`src/rtl/csr_pkg.sv`:
```
// Shared definitions for the machine-mode CSR unit: address map, Zicsr funct3 codes, trap causes, bit positions.
// Latency: none; declarations only.
// Backpressure: not applicable.
package csr_pkg;

    // Machine-mode CSR addresses
    localparam logic [11:0] CSR_MSTATUS  = 12'h300;
    localparam logic [11:0] CSR_MIE      = 12'h304;
    localparam logic [11:0] CSR_MTVEC    = 12'h305;
    localparam logic [11:0] CSR_MSCRATCH = 12'h340;
    localparam logic [11:0] CSR_MEPC     = 12'h341;
    localparam logic [11:0] CSR_MCAUSE   = 12'h342;
    localparam logic [11:0] CSR_MIP      = 12'h344;

    // Writable counter halves and their read-only user aliases
    localparam logic [11:0] CSR_MCYCLE    = 12'hB00;
    localparam logic [11:0] CSR_MCYCLEH   = 12'hB80;
    localparam logic [11:0] CSR_MINSTRET  = 12'hB02;
    localparam logic [11:0] CSR_MINSTRETH = 12'hB82;
    localparam logic [11:0] CSR_CYCLE     = 12'hC00;
    localparam logic [11:0] CSR_CYCLEH    = 12'hC80;
    localparam logic [11:0] CSR_INSTRET   = 12'hC02;
    localparam logic [11:0] CSR_INSTRETH  = 12'hC82;

    // Zicsr funct3 encodings; bit 2 selects the immediate form
    typedef enum logic [2:0] {
        F3_RW  = 3'b001,
        F3_RS  = 3'b010,
        F3_RC  = 3'b011,
        F3_RWI = 3'b101,
        F3_RSI = 3'b110,
        F3_RCI = 3'b111
    } csr_f3_e;

    // mcause values
    localparam logic [31:0] CAUSE_ECALL_M = 32'd11;
    localparam logic [31:0] CAUSE_M_TIMER = 32'h8000_0007;
    localparam logic [31:0] CAUSE_M_EXT   = 32'h8000_000B;

    // Bit positions inside mstatus / mie / mip
    localparam int MSTATUS_MIE_BIT  = 3;
    localparam int MSTATUS_MPIE_BIT = 7;
    localparam int MIE_MTIE_BIT     = 7;
    localparam int MIE_MEIE_BIT     = 11;

endpackage

```
`src/rtl/csr_counter_m.sv`:
```
// Free-running event counter of CNT_WIDTH bits with 32-bit lo/hi software write ports, zero-extended to 64 bits.
// Latency: increments and writes become visible the cycle after the clock edge.
// Backpressure: none; a write to either half replaces that cycle's increment of the whole counter.
module csr_counter_m #(
    parameter int unsigned CNT_WIDTH = 64
) (
    input  logic        clk,
    input  logic        rst,
    input  logic        i_inc,
    input  logic        i_wr_lo,
    input  logic        i_wr_hi,
    input  logic [31:0] i_wdat,
    output logic [63:0] o_cnt
);

    logic [CNT_WIDTH-1:0] r_cnt;

    // Half writes take precedence over the increment; the counter wraps at 2^CNT_WIDTH
    always_ff @(posedge clk) begin
        if (rst) begin
            r_cnt <= '0;
        end else if (i_wr_lo) begin
            r_cnt <= {r_cnt[CNT_WIDTH-1:32], i_wdat};
        end else if (i_wr_hi) begin
            r_cnt <= {i_wdat[CNT_WIDTH-33:0], r_cnt[31:0]};
        end else if (i_inc) begin
            r_cnt <= r_cnt + CNT_WIDTH'(1);
        end
    end

    assign o_cnt = 64'(r_cnt);

endmodule

```
`src/rtl/csr_unit_m.sv`:
```
// Machine-mode CSR unit: Zicsr access, ECALL/interrupt trap entry, MRET, mcycle/minstret (CSR_COUNTERS_EN).
// Latency: read data and redirects are combinational; state updates land on the next clock edge; irqs pend 1 cycle after rising.
// Backpressure: pipeline_en=0 freezes architectural state (mcycle and mip sampling keep running) and masks redirects.
module csr_unit_m
    import csr_pkg::*;
#(
    parameter int unsigned CNT_WIDTH      = 64,
    parameter bit          MTVEC_VECTORED = 1'b1,
    parameter logic [31:0] RESET_MTVEC    = 32'h0
) (
    input  logic        clk,
    input  logic        rst,
    input  logic        pipeline_en,
    input  logic        csr_we,
    input  logic [2:0]  func3,
    input  logic [4:0]  rs1,
    input  logic [31:0] src1,
    input  logic [31:0] pc,
    input  logic [11:0] csr_addr,
    input  logic        ecall,
    input  logic        mret,
    input  logic        instr_retire,
    input  logic        irq_timer,
    input  logic        irq_ext,
    output logic [31:0] csr,
    output logic        trap_taken,
    output logic [31:0] trap_target,
    output logic        mret_taken,
    output logic [31:0] mepc_out,
    output logic [31:0] mtvec_out
);

    // Bit 1 of mtvec is always 0; bit 0 (vectored mode) survives only when vectoring is built in
    localparam logic [31:0] MTVEC_MASK = MTVEC_VECTORED ? 32'hFFFF_FFFD : 32'hFFFF_FFFC;

    logic        r_mst_mie, r_mst_mpie, r_mie_mtie, r_mie_meie, r_mip_mtip, r_mip_meip;
    logic [31:0] r_mtvec, r_mscratch, r_mcause;
    logic [29:0] r_mepc;

    logic [31:0] w_mstatus, w_mie, w_mip, w_rdata, w_op, w_wdat, w_cause, w_vec_off;
    logic        w_irq_ext, w_irq_tmr, w_irq, w_wr_ok, w_csr_wr;
    logic [63:0] w_cyc, w_ins;
    logic        w_unused;

    // MPP is hardwired to machine mode, so mstatus reads 0x1800 with both enables clear
    assign w_mstatus = {19'b0, 2'b11, 3'b0, r_mst_mpie, 3'b0, r_mst_mie, 3'b0};
    assign w_mie     = {20'b0, r_mie_meie, 3'b0, r_mie_mtie, 7'b0};
    assign w_mip     = {20'b0, r_mip_meip, 3'b0, r_mip_mtip, 7'b0};

    assign w_irq_ext = r_mip_meip & r_mie_meie & r_mst_mie;
    assign w_irq_tmr = r_mip_mtip & r_mie_mtie & r_mst_mie;
    assign w_irq     = w_irq_ext | w_irq_tmr;
    assign w_cause   = w_irq_ext ? CAUSE_M_EXT : (w_irq_tmr ? CAUSE_M_TIMER : CAUSE_ECALL_M);
    assign w_vec_off = (MTVEC_VECTORED && r_mtvec[0] && w_irq) ? {w_cause[29:0], 2'b00} : 32'h0;

    // Interrupt beats ECALL beats MRET beats a CSR write; a stall masks everything
    assign trap_taken  = pipeline_en & (w_irq | ecall);
    assign mret_taken  = pipeline_en & mret & ~trap_taken;
    assign w_csr_wr    = pipeline_en & csr_we & w_wr_ok & ~w_irq & ~ecall & ~mret;
    assign trap_target = {r_mtvec[31:2], 2'b00} + w_vec_off;
    assign csr         = w_rdata;
    assign mepc_out    = {r_mepc, 2'b00};
    assign mtvec_out   = r_mtvec;

`ifdef CSR_COUNTERS_EN
    csr_counter_m #(.CNT_WIDTH(CNT_WIDTH)) u_mcycle (
        .clk     (clk),
        .rst     (rst),
        .i_inc   (1'b1),
        .i_wr_lo (w_csr_wr && (csr_addr == CSR_MCYCLE)),
        .i_wr_hi (w_csr_wr && (csr_addr == CSR_MCYCLEH)),
        .i_wdat  (w_wdat),
        .o_cnt   (w_cyc)
    );

    csr_counter_m #(.CNT_WIDTH(CNT_WIDTH)) u_minstret (
        .clk     (clk),
        .rst     (rst),
        .i_inc   (pipeline_en & instr_retire & ~trap_taken),
        .i_wr_lo (w_csr_wr && (csr_addr == CSR_MINSTRET)),
        .i_wr_hi (w_csr_wr && (csr_addr == CSR_MINSTRETH)),
        .i_wdat  (w_wdat),
        .o_cnt   (w_ins)
    );

    assign w_unused = ^pc[1:0];
`else
    assign w_cyc    = 64'h0;
    assign w_ins    = 64'h0;
    assign w_unused = ^{pc[1:0], instr_retire, w_cyc, w_ins};
`endif

    // Read mux returning the pre-update value; unmapped addresses read 0
    always_comb begin
        w_rdata = 32'h0;
        case (csr_addr)
            CSR_MSTATUS:  w_rdata = w_mstatus;
            CSR_MIE:      w_rdata = w_mie;
            CSR_MTVEC:    w_rdata = r_mtvec;
            CSR_MSCRATCH: w_rdata = r_mscratch;
            CSR_MEPC:     w_rdata = {r_mepc, 2'b00};
            CSR_MCAUSE:   w_rdata = r_mcause;
            CSR_MIP:      w_rdata = w_mip;
`ifdef CSR_COUNTERS_EN
            CSR_MCYCLE,    CSR_CYCLE:    w_rdata = w_cyc[31:0];
            CSR_MCYCLEH,   CSR_CYCLEH:   w_rdata = w_cyc[63:32];
            CSR_MINSTRET,  CSR_INSTRET:  w_rdata = w_ins[31:0];
            CSR_MINSTRETH, CSR_INSTRETH: w_rdata = w_ins[63:32];
`endif
            default:      w_rdata = 32'h0;
        endcase
    end

    // Zicsr write value; set/clear forms with a zero rs1/uimm do not write
    always_comb begin
        w_op    = func3[2] ? {27'b0, rs1} : src1;
        w_wdat  = w_op;
        w_wr_ok = 1'b0;
        case (func3)
            F3_RW, F3_RWI: begin
                w_wdat  = w_op;
                w_wr_ok = 1'b1;
            end
            F3_RS, F3_RSI: begin
                w_wdat  = w_rdata | w_op;
                w_wr_ok = (rs1 != 5'd0);
            end
            F3_RC, F3_RCI: begin
                w_wdat  = w_rdata & ~w_op;
                w_wr_ok = (rs1 != 5'd0);
            end
            default: begin
                w_wdat  = w_op;
                w_wr_ok = 1'b0;
            end
        endcase
    end

    // Interrupt lines are sampled every cycle, stalled or not
    always_ff @(posedge clk) begin
        if (rst) begin
            r_mip_mtip <= 1'b0;
            r_mip_meip <= 1'b0;
        end else begin
            r_mip_mtip <= irq_timer;
            r_mip_meip <= irq_ext;
        end
    end

    // Architectural state: trap entry, then MRET, then software writes
    always_ff @(posedge clk) begin
        if (rst) begin
            r_mst_mie  <= 1'b0;
            r_mst_mpie <= 1'b0;
            r_mie_mtie <= 1'b0;
            r_mie_meie <= 1'b0;
            r_mtvec    <= RESET_MTVEC & MTVEC_MASK;
            r_mscratch <= 32'h0;
            r_mepc     <= 30'h0;
            r_mcause   <= 32'h0;
        end else if (trap_taken) begin
            r_mepc     <= pc[31:2];
            r_mcause   <= w_cause;
            r_mst_mpie <= r_mst_mie;
            r_mst_mie  <= 1'b0;
        end else if (mret_taken) begin
            r_mst_mie  <= r_mst_mpie;
            r_mst_mpie <= 1'b1;
        end else if (w_csr_wr) begin
            case (csr_addr)
                CSR_MSTATUS: begin
                    r_mst_mie  <= w_wdat[MSTATUS_MIE_BIT];
                    r_mst_mpie <= w_wdat[MSTATUS_MPIE_BIT];
                end
                CSR_MIE: begin
                    r_mie_mtie <= w_wdat[MIE_MTIE_BIT];
                    r_mie_meie <= w_wdat[MIE_MEIE_BIT];
                end
                CSR_MTVEC:    r_mtvec    <= w_wdat & MTVEC_MASK;
                CSR_MSCRATCH: r_mscratch <= w_wdat;
                CSR_MEPC:     r_mepc     <= w_wdat[31:2];
                CSR_MCAUSE:   r_mcause   <= w_wdat;
                default: ;
            endcase
        end
    end

endmodule
```
`config.mk`:
```
export PLATFORM = sky130hd
export DESIGN_NAME = csr_unit_m
export DESIGN_NICKNAME = d
export VERILOG_FILES = /design/src/rtl/csr_pkg.sv /design/src/rtl/csr_counter_m.sv /design/src/rtl/csr_unit_m.sv
export SDC_FILE = /design/constraint.sdc
export NUM_CORES = 1
export LEC_CHECK = 0
export BUFFER_PORTS_ARGS = -buffer_cell sky130_fd_sc_hd__buf_2
export CAP_MARGIN = 20
export CORE_MARGIN = 5
export CORE_UTILIZATION = 53
export DETAILED_ROUTE_END_ITERATION = 12
export PLACE_DENSITY = 0.81
export SLEW_MARGIN = 20
export SYNTH_ARGS = -nofsm -noshare
export SYNTH_HDL_FRONTEND = slang
export SYNTH_SLANG_ARGS = --single-unit
```
`constraint.sdc`:
```
create_clock -name clk -period 2.7 [get_ports clk]
set_input_delay 0 -clock clk [delete_from_list [all_inputs] [get_ports clk]]
set_output_delay 0 -clock clk [all_outputs]
set_load 0.05 [all_outputs]
```
==> results of run 1 <==
-- cells in the final DEF, fill, tap and decap left out, drive strengths merged, types with 5 or more instances in the layout --
master | synthesis | layout
a22oi | 65 | 65
bufinv | 0 | 5
nor3 | 18 | 18
conb | 1 | 5
dfxtp | 131 | 131
nand2b | 47 | 47
xnor2 | 25 | 25
clkbuf | 51 | 19
nor4 | 9 | 9
nand2 | 34 | 34
a211oi | 78 | 78
dlygate4sd3 | 0 | 29
buf | 35 | 279
nor2 | 133 | 133
and3 | 5 | 5
o22ai | 15 | 15
and2 | 5 | 5
o21ai | 66 | 66
a31oi | 28 | 28
clkinv | 0 | 7
a2111oi | 18 | 18
a31o | 17 | 17
nand4 | 12 | 12
inv | 20 | 21
nand3 | 16 | 16
a21oi | 41 | 41
-- repair_timing --
item	4_1_cts	5_1_grt
gates cloned	0	0
hold buffers	29	0
endpoints found under the setup margin	24	29
pin swaps	13	17
buffers inserted	3	4
resized for setup	53	22
hold endpoints to repair	29	0
-- cell families after synthesis --
logic type | Yosys count
other | 1
adder cells (fa/ha/maj) | 5
multiplexers | 8
AND/OR/NAND/NOR | 300
flip-flops | 131
buffers and inverters | 106
XOR/XNOR | 28
AO/OA/AOI/OAI | 347
-- worst max-delay path by stage --
stage                       startpoint         endpoint  slack [ns]
after global routing        r_mip_meip  trap_target[18]       -0.45
final                       r_mip_meip  trap_target[26]       -0.29
after detailed placement    r_mip_meip  trap_target[30]       -0.33
after CTS                   r_mip_meip  trap_target[26]       -0.27
after floorplan           mtvec_out[0]  trap_target[30]       -0.18
after global placement      r_mip_meip  trap_target[30]       -0.16
-- layer usage --
metal  share of wire, %  vias up
met5                  0        -
met4                2.4        0
met3                 12       72
met2                 45      610
met1                 41     4005
li1                   -     3933
-- critical path: stages (launching register included) --
cell and delay (ns):
sky130_fd_sc_hd__dfxtp_2 0.34, sky130_fd_sc_hd__a22o_1 0.18, sky130_fd_sc_hd__and3_4 0.23, sky130_fd_sc_hd__ha_4 0.14, sky130_fd_sc_hd__inv_2 0.03, sky130_fd_sc_hd__fa_2 0.34
sky130_fd_sc_hd__nor2b_1 0.12, sky130_fd_sc_hd__o21a_1 0.20, sky130_fd_sc_hd__o21ai_4 0.09, sky130_fd_sc_hd__buf_4 0.16, sky130_fd_sc_hd__nor2_4 0.13, sky130_fd_sc_hd__nand4_1 0.23
sky130_fd_sc_hd__xnor2_4 0.20, sky130_fd_sc_hd__buf_6 0.18
-- state kept, by name (all words and copies together) (netlist names) --
| signal | flops |
|---|---|
| r_mst_mpie | 1 |
| r_mst_mie | 1 |
| mtvec_out | 31 |
| r_mip_meip | 1 |
| r_mepc | 30 |
| r_mie_mtie | 1 |
| r_mscratch | 32 |
| r_mip_mtip | 1 |
| r_mcause | 32 |
| r_mie_meie | 1 |
-- metrics by stage --
step	instances	TNS [ns]	total power [µW]	hold WS, ns	worst slack, ns
after floorplan	930	-0.3411	2401	0.1282	-0.1794
after global placement	1297	-0.6831	2584	0.2570	-0.1609
after detailed placement	1297	-2.273	2589	0.2668	-0.3276
after CTS	1361	-2.065	5119	0.009439	-0.2685
after global routing	1364	-4.454	5266	0.03954	-0.4495
final	1364	-2.300	5143	0.01801	-0.2924
-- area by class of cell --
cell class              count  area share (%)
repair buffers            308           19.62
clock buffers              19           4.226
inverters                  20          0.7163
flip-flops and latches    131           25.07
well taps                 180           2.149
clock inverters            13           1.958
multi-input cells         693           46.26
-- power by group through the flow --
stage | sequential, µW | combinational (µW) | clock, µW
after floorplan | 2120 | 284 | 0
after global placement | 2040 | 548 | 0
after detailed placement | 2040 | 553 | 0
after CTS | 2000 | 586 | 2540
after global routing | 2000 | 635 | 2630
final | 2000 | 601 | 2550
==> summary.txt, run 1 <==
GLOBAL ROUTE
----------------------------------------------------------------------------------
Met2 GRT Util                                                               49.68%
Global-route track usage on met3                                            6.918%
Global-route wire length before repair                                    43310 µm
Most heavily used metal layer in global routing                               met2
GRT Util Overall                                                            32.62%
Pin count of the biggest net entering global routing                            64
Initial antenna violation count                                                  0
Overflow after GRT                                                               0
Number of global-route vias before repair                                     8050
Met1 layer usage reported by global route                                   45.82%

FINISH
----------------------------------------------------------------------------------
Fin area                                                               0.01048 mm²
Filler cells                                                                  1038
Area occupied by multi-input gates                                    0.004848 mm²
Share of final-layout standard cells stronger than drive strength 1         36.82%
Area added between synthesis and finish                                     37.56%
Antenna diode count                                                              0
Post-Route Utilization                                                      74.92%
Nets@finish                                                                   1269
Register Area                                                         0.002628 mm²

SYNTH
----------------------------------------------------------------------------------
Main area contributors after synthesis                                sky130_fd_sc_hd__dfxtp_1, sky130_fd_sc_hd__nor2_1, sky130_fd_sc_hd__a22oi_1, sky130_fd_sc_hd__a211oi_1, sky130_fd_sc_hd__nand2b_1
Leading post-synthesis cells by instance count                        sky130_fd_sc_hd__dfxtp_1, sky130_fd_sc_hd__nor2_1, sky130_fd_sc_hd__a22oi_1
Netlist area before placement                                         0.007619 mm²
Simple-gate portion of the synthesized area                                 19.56%
Share of synthesized area occupied by flip-flops and latches                34.42%
Mux cell area share after synthesis                                         1.314%
Post-Synth XOR/XNOR Area                                                    3.219%
Area share of fa/ha/maj cells after synthesis                              0.9197%
Flops & latches, synth                                                         131
Synth Area in Compound Gates                                                34.11%
Dominant combinational cell family by area after synthesis            compound AO/OA/AOI/OAI gates
Cell taking the most area after synthesis                             sky130_fd_sc_hd__dfxtp_1
Synth async-reset ratio                                                         0%
Number of synthesized flops with an enable pin                                   0
Most used flip-flop cell after synthesis                              sky130_fd_sc_hd__dfxtp_1
Yosys Warn Count                                                                 0
Area fraction of the dominant cell type after synthesis                     34.42%
Avg Cell Area, Syn                                                       8.227 µm²
Distinct cell type count after synthesis                                        65
Cells after Synth                                                              926

PLACE
----------------------------------------------------------------------------------
Final weighted congestion of routability-driven global placement            0.9641
Final HPWL from detailed placement                                        19820 µm
Placed cell area                                                      0.009241 mm²
PortBufs                                                                       214

CLOCK TREE
----------------------------------------------------------------------------------
TritonCTS clock tree                                                          done
Clock sinks                                                                    131
Number of buffers created by CTS                                                17
Root buf cell                                                         sky130_fd_sc_hd__clkbuf_16
Register clock-pin slew on the reported worst setup and hold paths         0.06 ns
H-Tree Depth                                                                     4
Max Root-Sink Buffers                                                            2
Clock latency on the worst-skew pair                                       0.42 ns

FLOORPLAN
----------------------------------------------------------------------------------
Placeable core area                                                    0.01399 mm²
Number of placement rows                                                        43
Number of placed I/O pins                                                      223
Total Die Area                                                         0.01687 mm²
Die span in y                                                             129.9 µm
Initial standard-cell utilization of the core                               54.46%
Die X-Extent                                                              129.9 µm

PWR
----------------------------------------------------------------------------------
Leakage component of the power                                         0.004216 µW
Maximum resistive drop on vdd                                          0.0004313 V
Sequential fraction of design power                                          38.8%
Switching power as a share of total power                                   25.45%
Clock network fraction of total power                                        49.5%
Psw                                                                        1309 µW
Internal power of the cells                                                3834 µW
Combinational power share                                                    11.7%
Power density over the cells                                          490.8 mW/mm²

STA
----------------------------------------------------------------------------------
Clock tree skew after final layout                                     0.008298 ns
Upper clock frequency limit                                             0.3342 GHz
RSZ-0062 raised after global routing                                          true
Transition time of the tightest slew-check pin                           0.8173 ns
Final critical delay including setup and external delays                  2.992 ns
Final worst slack                                                       -0.2924 ns
Final Max Slew Viols                                                             0
Tcrit/Tclk final                                                            110.8%
Slew headroom                                                               45.26%
Final Hold Viols                                                                 0
Setup violators final                                                           14

MIN PATH
----------------------------------------------------------------------------------
Hold WC Path Type                                                     primary input to register
Hold Crit Depth                                                                  3
Startpoint of the tightest hold check path                                src1[28]
Endpoint with the worst hold slack                                      r_mepc[26]

ROUTE
----------------------------------------------------------------------------------
Number of detailed-routing iterations run before antenna repair                  5
Number of remaining DRC errors                                                   0
Number of nets still failing antenna checks after routing                        0
DRC violation total after the first TritonRoute iteration                     1133
Detailed-route vias per instance                                             6.320
Routed WL                                                                 28020 µm
Vias                                                                          8620
Wire length per cell after detailed routing                               20.54 µm

RUN
----------------------------------------------------------------------------------
Max-cap violations                                                               0

STATUS
----------------------------------------------------------------------------------
Violated checks                                                       negative setup slack
Result of the run                                                     finished with violations

SETUP PATH
----------------------------------------------------------------------------------
Cells on worst reg2reg path                                                      9
Endpoint kind of the worst setup timing path                          primary output
Setup slack of the worst register-to-register path                         0.08 ns
Worst EP arrival                                                           2.99 ns
Top fanout value on the critical path                                            4
Critical Path Start Type                                                  register
Worst reg2reg path endpoint                                             r_mepc[24]
Endpoint required time on the critical path                                2.70 ns
Reg-to-reg critical path startpoint                                     r_mip_meip
Type of the setup path with the least slack                           register to primary output

Power figures use the tool's default switching activity.
==> run 2, diff against run 1 <==
--- a/config.mk
+++ b/config.mk
@@ -11,6 +11,7 @@
 export CORE_UTILIZATION = 53
 export DETAILED_ROUTE_END_ITERATION = 12
 export PLACE_DENSITY = 0.81
+export SETUP_SLACK_MARGIN = 0.3
 export SLEW_MARGIN = 20
 export SYNTH_ARGS = -nofsm -noshare
 export SYNTH_HDL_FRONTEND = slang
==> summary.txt, run 2 (synthesis gave the netlist of run 1 again) <==
CLOCK TREE
----------------------------------------------------------------------------------
Number of buffers created by CTS                                                17   unchanged
Clock latency on the worst-skew pair                                       0.43 ns   about the same
Max Root-Sink Buffers                                                            2   unchanged
Register clock-pin slew on the reported worst setup and hold paths         0.06 ns   about the same
TritonCTS clock tree                                                          done
Root buf cell                                                         sky130_fd_sc_hd__clkbuf_16
H-Tree Depth                                                                     4   unchanged
Clock sinks                                                                    131   unchanged

ROUTE
----------------------------------------------------------------------------------
Wire length per cell after detailed routing                               20.99 µm   +2.2%
Vias                                                                          8575   -0.52%
Number of detailed-routing iterations run before antenna repair                  6   +1
Number of nets still failing antenna checks after routing                        0   unchanged
Number of remaining DRC errors                                                   0   unchanged
DRC violation total after the first TritonRoute iteration                     1179   +4.1%
Routed WL                                                                 28510 µm   +1.8%
Detailed-route vias per instance                                             6.314   about the same

GLOBAL ROUTE
----------------------------------------------------------------------------------
GRT Util Overall                                                            33.02%   +0.40 points
Initial antenna violation count                                                  0   unchanged
Global-route wire length before repair                                    43770 µm   +1.1%
Overflow after GRT                                                               0   unchanged
Number of global-route vias before repair                                     8116   +0.82%
Pin count of the biggest net entering global routing                            74   +16%

STA
----------------------------------------------------------------------------------
Final worst slack                                                       -0.2841 ns   +0.008292 ns
Final Max Slew Viols                                                             0   unchanged
Upper clock frequency limit                                             0.3351 GHz   +0.28%
Final Hold Viols                                                                 0   unchanged
Slew headroom                                                               41.87%   -3.4 points
Setup violators final                                                           15   +1
Summed negative setup slack over all endpoints                           -1.944 ns   +0.3560 ns
Tcrit/Tclk final                                                            110.5%   -0.31 points
Transition time of the tightest slew-check pin                           0.8719 ns   +0.05463 ns
Final critical delay including setup and external delays                  2.984 ns   -0.008292 ns
RSZ-0062 raised after global routing                                          true
Clock tree skew after final layout                                     0.007919 ns   -0.0003794 ns

SETUP PATH
----------------------------------------------------------------------------------
Worst EP arrival                                                           2.98 ns   about the same
Sequence of cells on the critical path                                a22o_1 > and3_4 > ha_4 > inv_2 > fa_2 > nor2b_1 > o21a_1 > o21ai_4 > or3b_4 > nand2b_4 > xnor2_4 > buf_6
Top fanout value on the critical path                                            4   unchanged
Number of buffer and inverter stages on the critical path                        2   -1
Slowest cell delay on critical path                                        0.40 ns   +0.06 ns
Endpoint required time on the critical path                                2.70 ns   about the same
Type of the setup path with the least slack                           register to primary output
Cell with the biggest individual delay on the critical path           sky130_fd_sc_hd__or3b_4
Endpoint kind of the worst setup timing path                          primary output
Critical Path Start Type                                                  register
Largest delay contributor family on the critical path                 simple AND/OR/NAND/NOR gates

FINISH
----------------------------------------------------------------------------------
Fin area                                                               0.01065 mm²   +1.6%
Area added between synthesis and finish                                     39.76%
Final std cells w/o fill                                                      1358   -0.44%
Nets@finish                                                                   1263   -0.47%
Antenna diode count                                                              0   unchanged
Share of final-layout standard cells stronger than drive strength 1         38.46%   +1.6 points
Most common cell after layout, fill and taps aside                    sky130_fd_sc_hd__buf_2
Top library cells by usage in the layout, fill and taps aside         sky130_fd_sc_hd__buf_2, sky130_fd_sc_hd__nor2_1, sky130_fd_sc_hd__dfxtp_1, sky130_fd_sc_hd__a22oi_1, sky130_fd_sc_hd__a211oi_1

FLOORPLAN
----------------------------------------------------------------------------------
Number of placement rows                                                        43   unchanged
Die X-Extent                                                              129.9 µm   unchanged
Die span in y                                                             129.9 µm   unchanged
Number of placed I/O pins                                                      223   unchanged
Initial standard-cell utilization of the core                               54.46%   unchanged
Total Die Area                                                         0.01687 mm²   unchanged
Placeable core area                                                    0.01399 mm²   unchanged

PLACE
----------------------------------------------------------------------------------
Worst setup timing slack at the placement stage                         0.01298 ns   +0.3406 ns
Placed cell area                                                      0.009216 mm²   -0.27%
Final weighted congestion of routability-driven global placement            0.9525   -1.2%
Final HPWL from detailed placement                                        19590 µm   -1.1%
# placed instances                                                            1284   -1.0%
PortBufs                                                                       214   unchanged

RUN
----------------------------------------------------------------------------------
Max-cap violations                                                               0   unchanged

PWR
----------------------------------------------------------------------------------
Internal power of the cells                                                3696 µW   -3.6%
Sequential fraction of design power                                          39.7%   +0.9 points
Overall Power                                                              5029 µW   -2.2%
Combinational power share                                                    12.0%   +0.3 points
Maximum resistive drop on vdd                                          0.0004552 V   +5.5%
Power density over the cells                                          472.3 mW/mm²   -3.8%
Psw                                                                        1333 µW   +1.9%
Clock network fraction of total power                                        48.3%   -1.2 points
Switching power as a share of total power                                   26.51%   +1.1 points
Leakage component of the power                                         0.004222 µW   +0.15%

STATUS
----------------------------------------------------------------------------------
Result of the run                                                     finished with violations
Violated checks                                                       negative setup slack

MIN PATH
----------------------------------------------------------------------------------
Hold WC Path Type                                                     primary input to register

==> run 2: changes by cell type in the layout (fill, tap and decap cells not counted), sizes merged <==
cell and change:
dlygate4sd3 -1, bufinv -2, clkinvlp +2, buf -5
clkbuf +1, inv -1
==> run 2: power groups by stage <==
stage                     logic (µW)  clock network (µW)  registers (µW)
after floorplan                  284                   0            2120
after global placement           547                   0            2040
after detailed placement         551                   0            2040
after CTS                        588                2420            1990
after global routing             638                2520            2000
final                            604                2430            2000
==> run 2: final cells by class <==
| class | instances | area (µm²) |
|---|---|---|
| Clock buffer | 20 | 466.7 |
| Inverter | 20 | 75.07 |
| Fill cell | 1014 | 3341 |
| Timing Repair Buffer | 302 | 2037 |
| Clock inverter | 12 | 155.1 |
| Sequential cell | 131 | 2634 |
| Multi-Input combinational cell | 693 | 5055 |
| Tap cell | 180 | 225.2 |
==> run 2: routing by layer <==
| metal | track usage (%) | vias up | wire [µm] |
|---|---|---|---|
| met2 | 51.08 | 562 | 12970 |
| met3 | 7.450 | 75 | 3334 |
| li1 | - | 3938 | - |
| met1 | 45.71 | 4000 | 11430 |
| met4 | 11.25 | 0 | 771 |
| met5 | 0 | - | 0 |
==> run 2: timing repair <==
action	CTS	global route
hold buffers	28	0
setup buffers	10	4
gates resized for setup	70	36
hold endpoints to repair	28	0
pin swaps	19	16
endpoints found under the setup margin	28	98
==> run 2: path summary, 6_finish.rpt <==
| kind | startpoint | endpoint | slack [ns] | depth (start not counted) |
|---|---|---|---|---|
| setup / recovery | r_mie_meie | trap_target[30] | -0.28 | 12 |
| hold / removal | src1[28] | r_mepc[26] | 0.01 | 3 |
| setup reg to reg | r_mie_meie | r_mepc[23] | 0.35 | 8 |
| hold reg to reg | r_mscratch[1] | r_mscratch[1] | 0.46 | 2 |
==> run 2: tightest hold or removal path, cell delays in order <==
cell and delay, ns:
sky130_fd_sc_hd__buf_2 0.10, sky130_fd_sc_hd__nand2b_1 0.15, sky130_fd_sc_hd__a31o_2 0.17
==> run 2: metrics by stage <==
stage,utilization (%),hold slack [ns]
after floorplan,-,0.1282
after global routing,76.12,0.02070
after CTS,74.71,0.001118
after detailed placement,65.89,0.2701
final,76.12,0.01124
after global placement,65.89,0.2582
